===== src/rtl/alu_pkg.sv =====
// Shared definitions for the serial-protocol ALU and its command driver.
//   alu_op_e       : command opcode encoding carried on cmd_op / serial opcode beats
//   drv_state_e    : command driver FSM state encoding
//   ALU_DATA_WIDTH : default operand/result width shared with the ALU
package alu_pkg;

    localparam int unsigned ALU_DATA_WIDTH = 8;

    typedef enum logic [1:0] {
        OP_ADD  = 2'b00,
        OP_SUB  = 2'b01,
        OP_PAR  = 2'b10,
        OP_COMP = 2'b11
    } alu_op_e;

    typedef enum logic [2:0] {
        DRV_IDLE   = 3'd0,
        DRV_SEND_A = 3'd1,
        DRV_SEND_B = 3'd2,
        DRV_WAIT   = 3'd3,
        DRV_RESP   = 3'd4
    } drv_state_e;

endpackage


===== src/rtl/alu_watchdog.sv =====
// Watchdog counter for the ALU wait phase.
//   clk, reset_n : clock, synchronous active-low reset
//   clr_i        : force the count to zero (held while not waiting)
//   en_i         : count one cycle of waiting
//   expire_c     : combinational; high on the TIMEOUT_CYCLES-th enabled cycle
module alu_watchdog #(
    parameter int unsigned TIMEOUT_CYCLES = 64
) (
    input  logic clk,
    input  logic reset_n,
    input  logic clr_i,
    input  logic en_i,
    output logic expire_c
);

    localparam int unsigned CNT_W = $clog2(TIMEOUT_CYCLES + 1);
    localparam logic [CNT_W-1:0] TC_VAL = CNT_W'(TIMEOUT_CYCLES - 1);

    logic [CNT_W-1:0] cnt_q;

    // Count k during the k-th wait cycle, so the terminal value is TIMEOUT-1.
    always_ff @(posedge clk) begin
        if (!reset_n || clr_i) begin
            cnt_q <= '0;
        end else if (en_i) begin
            cnt_q <= cnt_q + CNT_W'(1);
        end
    end

    assign expire_c = en_i && (cnt_q == TC_VAL);

endmodule


===== src/rtl/alu_cmd_driver.sv =====
// Command driver for the serial-protocol ALU: takes a parallel command over
// valid/ready, issues the two-beat opcode/data sequence, waits for alu_done
// (guarded by a watchdog) and returns the result over a valid/ready channel.
// Optional statistics counters are enabled with ALU_CMD_DRIVER_STATS_EN.
//   clk, reset_n                 : clock, synchronous active-low reset
//   cmd_valid/cmd_ready          : command handshake (cmd_ready decoded from state)
//   cmd_op, cmd_a, cmd_b         : command payload, sampled at the handshake
//   alu_opcode_valid/opcode/data : serial beats to the ALU
//   alu_done/result/overflow     : ALU completion
//   rsp_valid/rsp_ready          : response handshake
//   rsp_result/overflow/timeout  : response payload
//   fault                        : sticky ALU-hung flag
//   stat_cmds/stat_ovf/stat_tmo  : saturating counters (ALU_CMD_DRIVER_STATS_EN only)
module alu_cmd_driver
    import alu_pkg::*;
#(
    parameter int unsigned DATA_WIDTH     = ALU_DATA_WIDTH,
    parameter int unsigned TIMEOUT_CYCLES = 64
) (
    input  logic                  clk,
    input  logic                  reset_n,
    input  logic                  cmd_valid,
    output logic                  cmd_ready,
    input  logic [1:0]            cmd_op,
    input  logic [DATA_WIDTH-1:0] cmd_a,
    input  logic [DATA_WIDTH-1:0] cmd_b,
    output logic                  alu_opcode_valid,
    output logic                  alu_opcode,
    output logic [DATA_WIDTH-1:0] alu_data,
    input  logic                  alu_done,
    input  logic [DATA_WIDTH-1:0] alu_result,
    input  logic                  alu_overflow,
    output logic                  rsp_valid,
    input  logic                  rsp_ready,
    output logic [DATA_WIDTH-1:0] rsp_result,
    output logic                  rsp_overflow,
    output logic                  rsp_timeout,
`ifdef ALU_CMD_DRIVER_STATS_EN
    output logic [15:0]           stat_cmds,
    output logic [15:0]           stat_ovf,
    output logic [7:0]            stat_tmo,
`endif
    output logic                  fault
);

    localparam logic [2:0] ST_IDLE   = DRV_IDLE;
    localparam logic [2:0] ST_SEND_A = DRV_SEND_A;
    localparam logic [2:0] ST_SEND_B = DRV_SEND_B;
    localparam logic [2:0] ST_WAIT   = DRV_WAIT;
    localparam logic [2:0] ST_RESP   = DRV_RESP;

    logic [2:0]            state_q, state_d;
    logic                  op_hi_q, op_hi_d;
    logic [DATA_WIDTH-1:0] b_q, b_d;
    logic                  beat_valid_q, beat_valid_d;
    logic                  beat_op_q, beat_op_d;
    logic [DATA_WIDTH-1:0] beat_data_q, beat_data_d;
    logic                  rsp_valid_q, rsp_valid_d;
    logic [DATA_WIDTH-1:0] rsp_result_q, rsp_result_d;
    logic                  rsp_ovf_q, rsp_ovf_d;
    logic                  rsp_tmo_q, rsp_tmo_d;
    logic                  fault_q, fault_d;
    logic                  wd_clr, wd_en, wd_expire;
    logic                  rsp_hs, tmo_fire;

    alu_watchdog #(
        .TIMEOUT_CYCLES(TIMEOUT_CYCLES)
    ) u_watchdog (
        .clk     (clk),
        .reset_n (reset_n),
        .clr_i   (wd_clr),
        .en_i    (wd_en),
        .expire_c(wd_expire)
    );

    assign cmd_ready = (state_q == ST_IDLE) && !fault_q;
    assign rsp_hs    = (state_q == ST_RESP) && rsp_valid_q && rsp_ready;
    // alu_done takes priority over a watchdog expiry in the same cycle.
    assign tmo_fire  = (state_q == ST_WAIT) && !alu_done && wd_expire;

    // State and registered outputs.
    always_ff @(posedge clk) begin
        if (!reset_n) begin
            state_q      <= ST_IDLE;
            op_hi_q      <= 1'b0;
            b_q          <= '0;
            beat_valid_q <= 1'b0;
            beat_op_q    <= 1'b0;
            beat_data_q  <= '0;
            rsp_valid_q  <= 1'b0;
            rsp_result_q <= '0;
            rsp_ovf_q    <= 1'b0;
            rsp_tmo_q    <= 1'b0;
            fault_q      <= 1'b0;
        end else begin
            state_q      <= state_d;
            op_hi_q      <= op_hi_d;
            b_q          <= b_d;
            beat_valid_q <= beat_valid_d;
            beat_op_q    <= beat_op_d;
            beat_data_q  <= beat_data_d;
            rsp_valid_q  <= rsp_valid_d;
            rsp_result_q <= rsp_result_d;
            rsp_ovf_q    <= rsp_ovf_d;
            rsp_tmo_q    <= rsp_tmo_d;
            fault_q      <= fault_d;
        end
    end

    // Next state; beat outputs are computed for the state being entered so
    // they line up with it.
    always_comb begin
        state_d      = state_q;
        op_hi_d      = op_hi_q;
        b_d          = b_q;
        beat_valid_d = 1'b0;
        beat_op_d    = 1'b0;
        beat_data_d  = '0;
        rsp_valid_d  = rsp_valid_q;
        rsp_result_d = rsp_result_q;
        rsp_ovf_d    = rsp_ovf_q;
        rsp_tmo_d    = rsp_tmo_q;
        fault_d      = fault_q;
        wd_clr       = 1'b1;
        wd_en        = 1'b0;

        case (state_q)
            ST_IDLE: begin
                if (cmd_valid && cmd_ready) begin
                    op_hi_d      = cmd_op[1];
                    b_d          = cmd_b;
                    beat_valid_d = 1'b1;
                    beat_op_d    = cmd_op[0];
                    beat_data_d  = cmd_a;
                    state_d      = ST_SEND_A;
                end
            end
            ST_SEND_A: begin
                beat_valid_d = 1'b1;
                beat_op_d    = op_hi_q;
                beat_data_d  = b_q;
                state_d      = ST_SEND_B;
            end
            ST_SEND_B: begin
                state_d = ST_WAIT;
            end
            ST_WAIT: begin
                wd_clr = 1'b0;
                wd_en  = 1'b1;
                if (alu_done) begin
                    rsp_valid_d  = 1'b1;
                    rsp_result_d = alu_result;
                    rsp_ovf_d    = alu_overflow;
                    rsp_tmo_d    = 1'b0;
                    state_d      = ST_RESP;
                end else if (tmo_fire) begin
                    rsp_valid_d  = 1'b1;
                    rsp_result_d = '0;
                    rsp_ovf_d    = 1'b0;
                    rsp_tmo_d    = 1'b1;
                    fault_d      = 1'b1;
                    state_d      = ST_RESP;
                end
            end
            ST_RESP: begin
                if (rsp_hs) begin
                    rsp_valid_d = 1'b0;
                    state_d     = ST_IDLE;
                end
            end
            default: begin
                state_d = ST_IDLE;
            end
        endcase
    end

    assign alu_opcode_valid = beat_valid_q;
    assign alu_opcode       = beat_op_q;
    assign alu_data         = beat_data_q;
    assign rsp_valid        = rsp_valid_q;
    assign rsp_result       = rsp_result_q;
    assign rsp_overflow     = rsp_ovf_q;
    assign rsp_timeout      = rsp_tmo_q;
    assign fault            = fault_q;

`ifdef ALU_CMD_DRIVER_STATS_EN
    logic [15:0] stat_cmds_q;
    logic [15:0] stat_ovf_q;
    logic [7:0]  stat_tmo_q;

    // Saturating event counters.
    always_ff @(posedge clk) begin
        if (!reset_n) begin
            stat_cmds_q <= '0;
            stat_ovf_q  <= '0;
            stat_tmo_q  <= '0;
        end else begin
            if (rsp_hs && (stat_cmds_q != '1)) begin
                stat_cmds_q <= stat_cmds_q + 16'd1;
            end
            if (rsp_hs && rsp_ovf_q && (stat_ovf_q != '1)) begin
                stat_ovf_q <= stat_ovf_q + 16'd1;
            end
            if (tmo_fire && (stat_tmo_q != '1)) begin
                stat_tmo_q <= stat_tmo_q + 8'd1;
            end
        end
    end

    assign stat_cmds = stat_cmds_q;
    assign stat_ovf  = stat_ovf_q;
    assign stat_tmo  = stat_tmo_q;
`endif

endmodule


===== config.mk =====
export PLATFORM = sky130hd
export DESIGN_NAME = alu_cmd_driver
export DESIGN_NICKNAME = d
export VERILOG_FILES = /design/src/rtl/alu_pkg.sv /design/src/rtl/alu_watchdog.sv /design/src/rtl/alu_cmd_driver.sv
export SDC_FILE = /design/constraint.sdc
export NUM_CORES = 1
export LEC_CHECK = 0
export CORE_MARGIN = 2
export CORE_UTILIZATION = 44
export DETAILED_ROUTE_END_ITERATION = 6
export GPL_TIMING_DRIVEN = 1
export MAX_ROUTING_LAYER = met4
export PLACE_DENSITY = 0.79
export SLEW_MARGIN = 20
export SYNTH_ARGS = -nofsm -noshare
export SYNTH_HDL_FRONTEND = slang
export SYNTH_HIERARCHICAL = 1
export SYNTH_SLANG_ARGS = --single-unit

===== constraint.sdc =====
create_clock -name clk -period 2.4 [get_ports clk]
set_clock_uncertainty 0.1 [all_clocks]
set_input_delay 0.48 -clock clk [delete_from_list [all_inputs] [get_ports clk]]
set_output_delay 0.48 -clock clk [all_outputs]
set_load 0.05 [all_outputs]

==> run summary <==
Clock-pin slew was measured on the worst setup and hold paths at 0.11 ns. The run gives 361 uW as the switching component of the power. The max-slew violation total from the final report was 0; the floorplan die height was 63.5 um.

The worst setup path is of the flip-flop to output port kind. When the netlist entered floorplanning its net count stood at 194. The proportion of total power due to net switching was 0.272; the via count was 1312. For the pin with the worst max-slew slack, the measured transition is 0.530 ns.

The number of nets in the finished design was 250; the number of design rule violations left after detail routing was 0. CTS saw 41 sinks. Proportion of layout cells with a drive suffix above 1: 0.0737. The normalized max-slew margin is 0.645. For this run, the leading register cell type out of synthesis is sky130_fd_sc_hd__dfxtp_1.

Once the clock tree was built, the resizer swapped 0 gates to a different size. The number of buffers inserted for hold repair after clock tree synthesis is 0, and the half-perimeter wire length after detailed placement is 2870 um. The longest individual stage delay on the worst path is 0.83 ns, and the summed negative setup slack over all endpoints is 0 ns. Sorting the synthesized cells by area gives the leading types as sky130_fd_sc_hd__dfxtp_1 (53%), sky130_fd_sc_hd__mux2i_1 (6.4%), sky130_fd_sc_hd__nand2_1 (6.3%). The wire length of the first global-routing pass was 5980 um.

Broken down by cell family, the worst path's largest delay share belongs to buffers and inverters. The run gives 0 as the final setup violation count. The run finished with clean final reports. Dividing the detail-routed wire length by the instance count gives 14.0 um. The logs give 0 for the leftover overflow at the end of global routing and 0 for the initial antenna violation count.

Hold is met by 0.371 ns. The filler-free cell count of the finished design is 263. After synthesis the netlist holds a flip-flop and latch count of 41. The first detailed-routing pass ran for 4 iterations. For the worst-case clock buffer depth, the log shows 2. The combinational share of power is 0.190, and the part of the cycle the worst path needs is 0.904. The buffering stage count on the worst path with inverters included came out at 1. The netlist uses 30 different library cells. Final hold violation count: 0.

The area share of the largest cell type after synthesis was 0.528; the number of global-route vias before repair was 1305. The tree is rooted in a sky130_fd_sc_hd__clkbuf_4. The horizontal extent of the die works out to 63.5 um.

The layout overhead on the synthesized area was 41.9%; the number of nets with antenna violations after detailed routing was 0. Starting DRC count in detailed routing: 41. The tools report the utilization of the core after routing as 0.656. Yosys instantiated no cell more often than sky130_fd_sc_hd__dfxtp_1. For the worst setup path, the data required time is 1.82 ns. Dividing total power by cell area gives a power density of 601 nW/um2.

After technology mapping, the gate count stands at 161. The critical path depth in cells is 1. The congestion estimate from routability-driven global placement came to 0.807. The part of the power in registers came out at 0.550. The min-delay analysis places its worst path in the category flip-flop to flip-flop. The overall track demand over capacity in global routing was 0.201. The number of port buffers was 54; the clock network latency to the later pin of the worst-skew pair was 0.35 ns.

The mean post-synth cell area came out at 9.66 um2. Traced cell by cell, the critical path runs through clkdlybuf4s50_1. Using the TritonRoute via totals, the vias-per-cell ratio works out to 4.99. The run gives 5 as the clock buffer count from CTS. By count the netlist is led by sky130_fd_sc_hd__dfxtp_1 (41), sky130_fd_sc_hd__nand2_1 (26), sky130_fd_sc_hd__nor2_1 (17). Across the VDD grid, the largest voltage drop is 0.000338 V.

The number of placed instances, taps included, is 256. After clock tree synthesis, the setup repair step added 0 buffers. The Yosys step of the flow raised 6 warnings. Entering global routing, the biggest net connects 23 pins. The H-tree generated during clock tree synthesis spans 2 levels. The routed wire length is 3690 um, and the total inserted antenna cells is 0.

The worst setup path is captured at an output port. The largest individual stage delay along the critical path comes from the cell sky130_fd_sc_hd__clkdlybuf4s50_1. Counting flops with a built-in enable in the synthesized netlist gives 0. The initial standard-cell utilization of the core is 0.462, and the internal power is 965 uW. The area of the mapped netlist is 1560 um2. TritonCTS built the clock tree. Setup repair after global routing left no endpoint under its margin. The tools report the critical path launch point type as a flip-flop. The number of cells on the worst reg-to-reg path is 7. Along the worst hold path, the cell count comes to 2.

The max-cap violation count was 0; the floorplan die area was 4030 um2. Along the worst path, the maximum fanout reaches 4. The number of top-level design ports was 55.

Clock group share of total power: 0.260. Cell accounting for the most synthesized area: sky130_fd_sc_hd__dfxtp_1. After layout, the minimum clock period comes to 2.17 ns.

Derived from the worst setup path, the maximum achievable clock frequency is 0.461 GHz. For this design the static power due to leakage is 0.845 nW. In this run the core area contains 21 standard-cell rows. For the proportion of synthesized chip area in sequential cells, the log shows 0.528.

The run gives 3360 um2 as the core area. STA puts the critical path data arrival time at 1.59 ns. The proportion of register bits with asynchronous set or reset after synthesis was 0.
## path summary, 6_finish.rpt
path,from,endpoint,slack [ns]
setup / recovery,fault,fault,0.23
hold / removal,b_q[3],b_q[3],0.37
setup reg to reg,state_q[1],rsp_overflow,0.31
hold reg to reg,b_q[3],b_q[3],0.37
## cells in the final DEF (no fill, tap or decap), types with 2 or more instances in the layout
master | netlist | routed
sky130_fd_sc_hd__a21oi_1 | 7 | 7
sky130_fd_sc_hd__a22o_1 | 9 | 9
sky130_fd_sc_hd__a32oi_1 | 9 | 9
sky130_fd_sc_hd__buf_4 | 0 | 3
sky130_fd_sc_hd__clkbuf_4 | 0 | 5
sky130_fd_sc_hd__clkdlybuf4s50_1 | 0 | 53
sky130_fd_sc_hd__dfxtp_1 | 41 | 41
sky130_fd_sc_hd__inv_1 | 4 | 4
sky130_fd_sc_hd__mux2i_1 | 10 | 10
sky130_fd_sc_hd__nand2_1 | 26 | 26
sky130_fd_sc_hd__nand2b_1 | 3 | 3
sky130_fd_sc_hd__nand4_1 | 2 | 2
sky130_fd_sc_hd__nor2_1 | 17 | 17
sky130_fd_sc_hd__nor2b_1 | 2 | 2
sky130_fd_sc_hd__o21ai_0 | 4 | 4
sky130_fd_sc_hd__or3_1 | 2 | 2
sky130_fd_sc_hd__xor2_1 | 3 | 3
## per-stage QoR
stage | cell area, um2 | worst slack [ns] | total power, mW
floorplan | 1560 | 0.328 | 0.882
global route | 2210 | 0.173 | 1.38
detailed placement | 2150 | 0.341 | 0.996
CTS | 2210 | 0.220 | 1.33
global placement | 2150 | 0.464 | 0.987
finish | 2210 | 0.231 | 1.33
## state kept, by name, summed over array words and instances, names as in the netlist
signal and cells:
alu_opcode 1, op_hi_q 1, rsp_overflow 1, rsp_result 8, b_q 8, rsp_timeout 1, fault 1, alu_opcode_valid 1
state_q 3, alu_data 8, u_watchdog/cnt_q 7, rsp_valid 1
## logic make-up (layout without fill, tap and decap cells)
group / count (synthesis) / in the layout / synth area share
adder cells (fa/ha/maj): 1 / 1 / 0.00804
AO/OA/AOI/OAI: 33 / 33 / 0.162
AND/OR/NAND/NOR: 60 / 60 / 0.184
flip-flops: 41 / 41 / 0.528
buffers and inverters: 12 / 68 / 0.0314
XOR/XNOR: 4 / 4 / 0.0225
multiplexers: 10 / 10 / 0.0644
## worst register-to-register path, stage by stage (launching register included)
cell                      delay [ns]
sky130_fd_sc_hd__dfxtp_1        0.52
sky130_fd_sc_hd__and3b_1        0.26
sky130_fd_sc_hd__nand4_1        0.15
sky130_fd_sc_hd__or3_1          0.40
sky130_fd_sc_hd__inv_1          0.11
sky130_fd_sc_hd__or2_2          0.17
sky130_fd_sc_hd__a21oi_4        0.10
sky130_fd_sc_hd__a22o_1         0.20
## cell type report
| cell class | instances | area, um2 |
|---|---|---|
| sequential | 41 | 821 |
| clock buffer | 7 | 55.1 |
| multi-input combinational | 108 | 686 |
| inverter | 4 | 15.0 |
| tap | 46 | 57.6 |
| timing repair buffer | 57 | 573 |
| fill | 309 | 1160 |
## routing by layer
metal  share of wire  routed length [um]  global-route usage
met4           0.012                  44              0.0652
met1            0.43                1570               0.218
met2            0.52                1920               0.355
met5               0                   0                   -
met3           0.040                 148              0.0554
## power by group through the flow
| stage | sequential (mW) | clock, mW | combinational, mW |
|---|---|---|---|
| floorplan | 0.782 | 0 | 0.101 |
| global placement | 0.743 | 0 | 0.244 |
| detailed placement | 0.745 | 0 | 0.251 |
| CTS | 0.729 | 0.349 | 0.252 |
| global route | 0.733 | 0.379 | 0.268 |
| finish | 0.729 | 0.345 | 0.251 |
No activity file was read; power rests on OpenSTA's default activity.
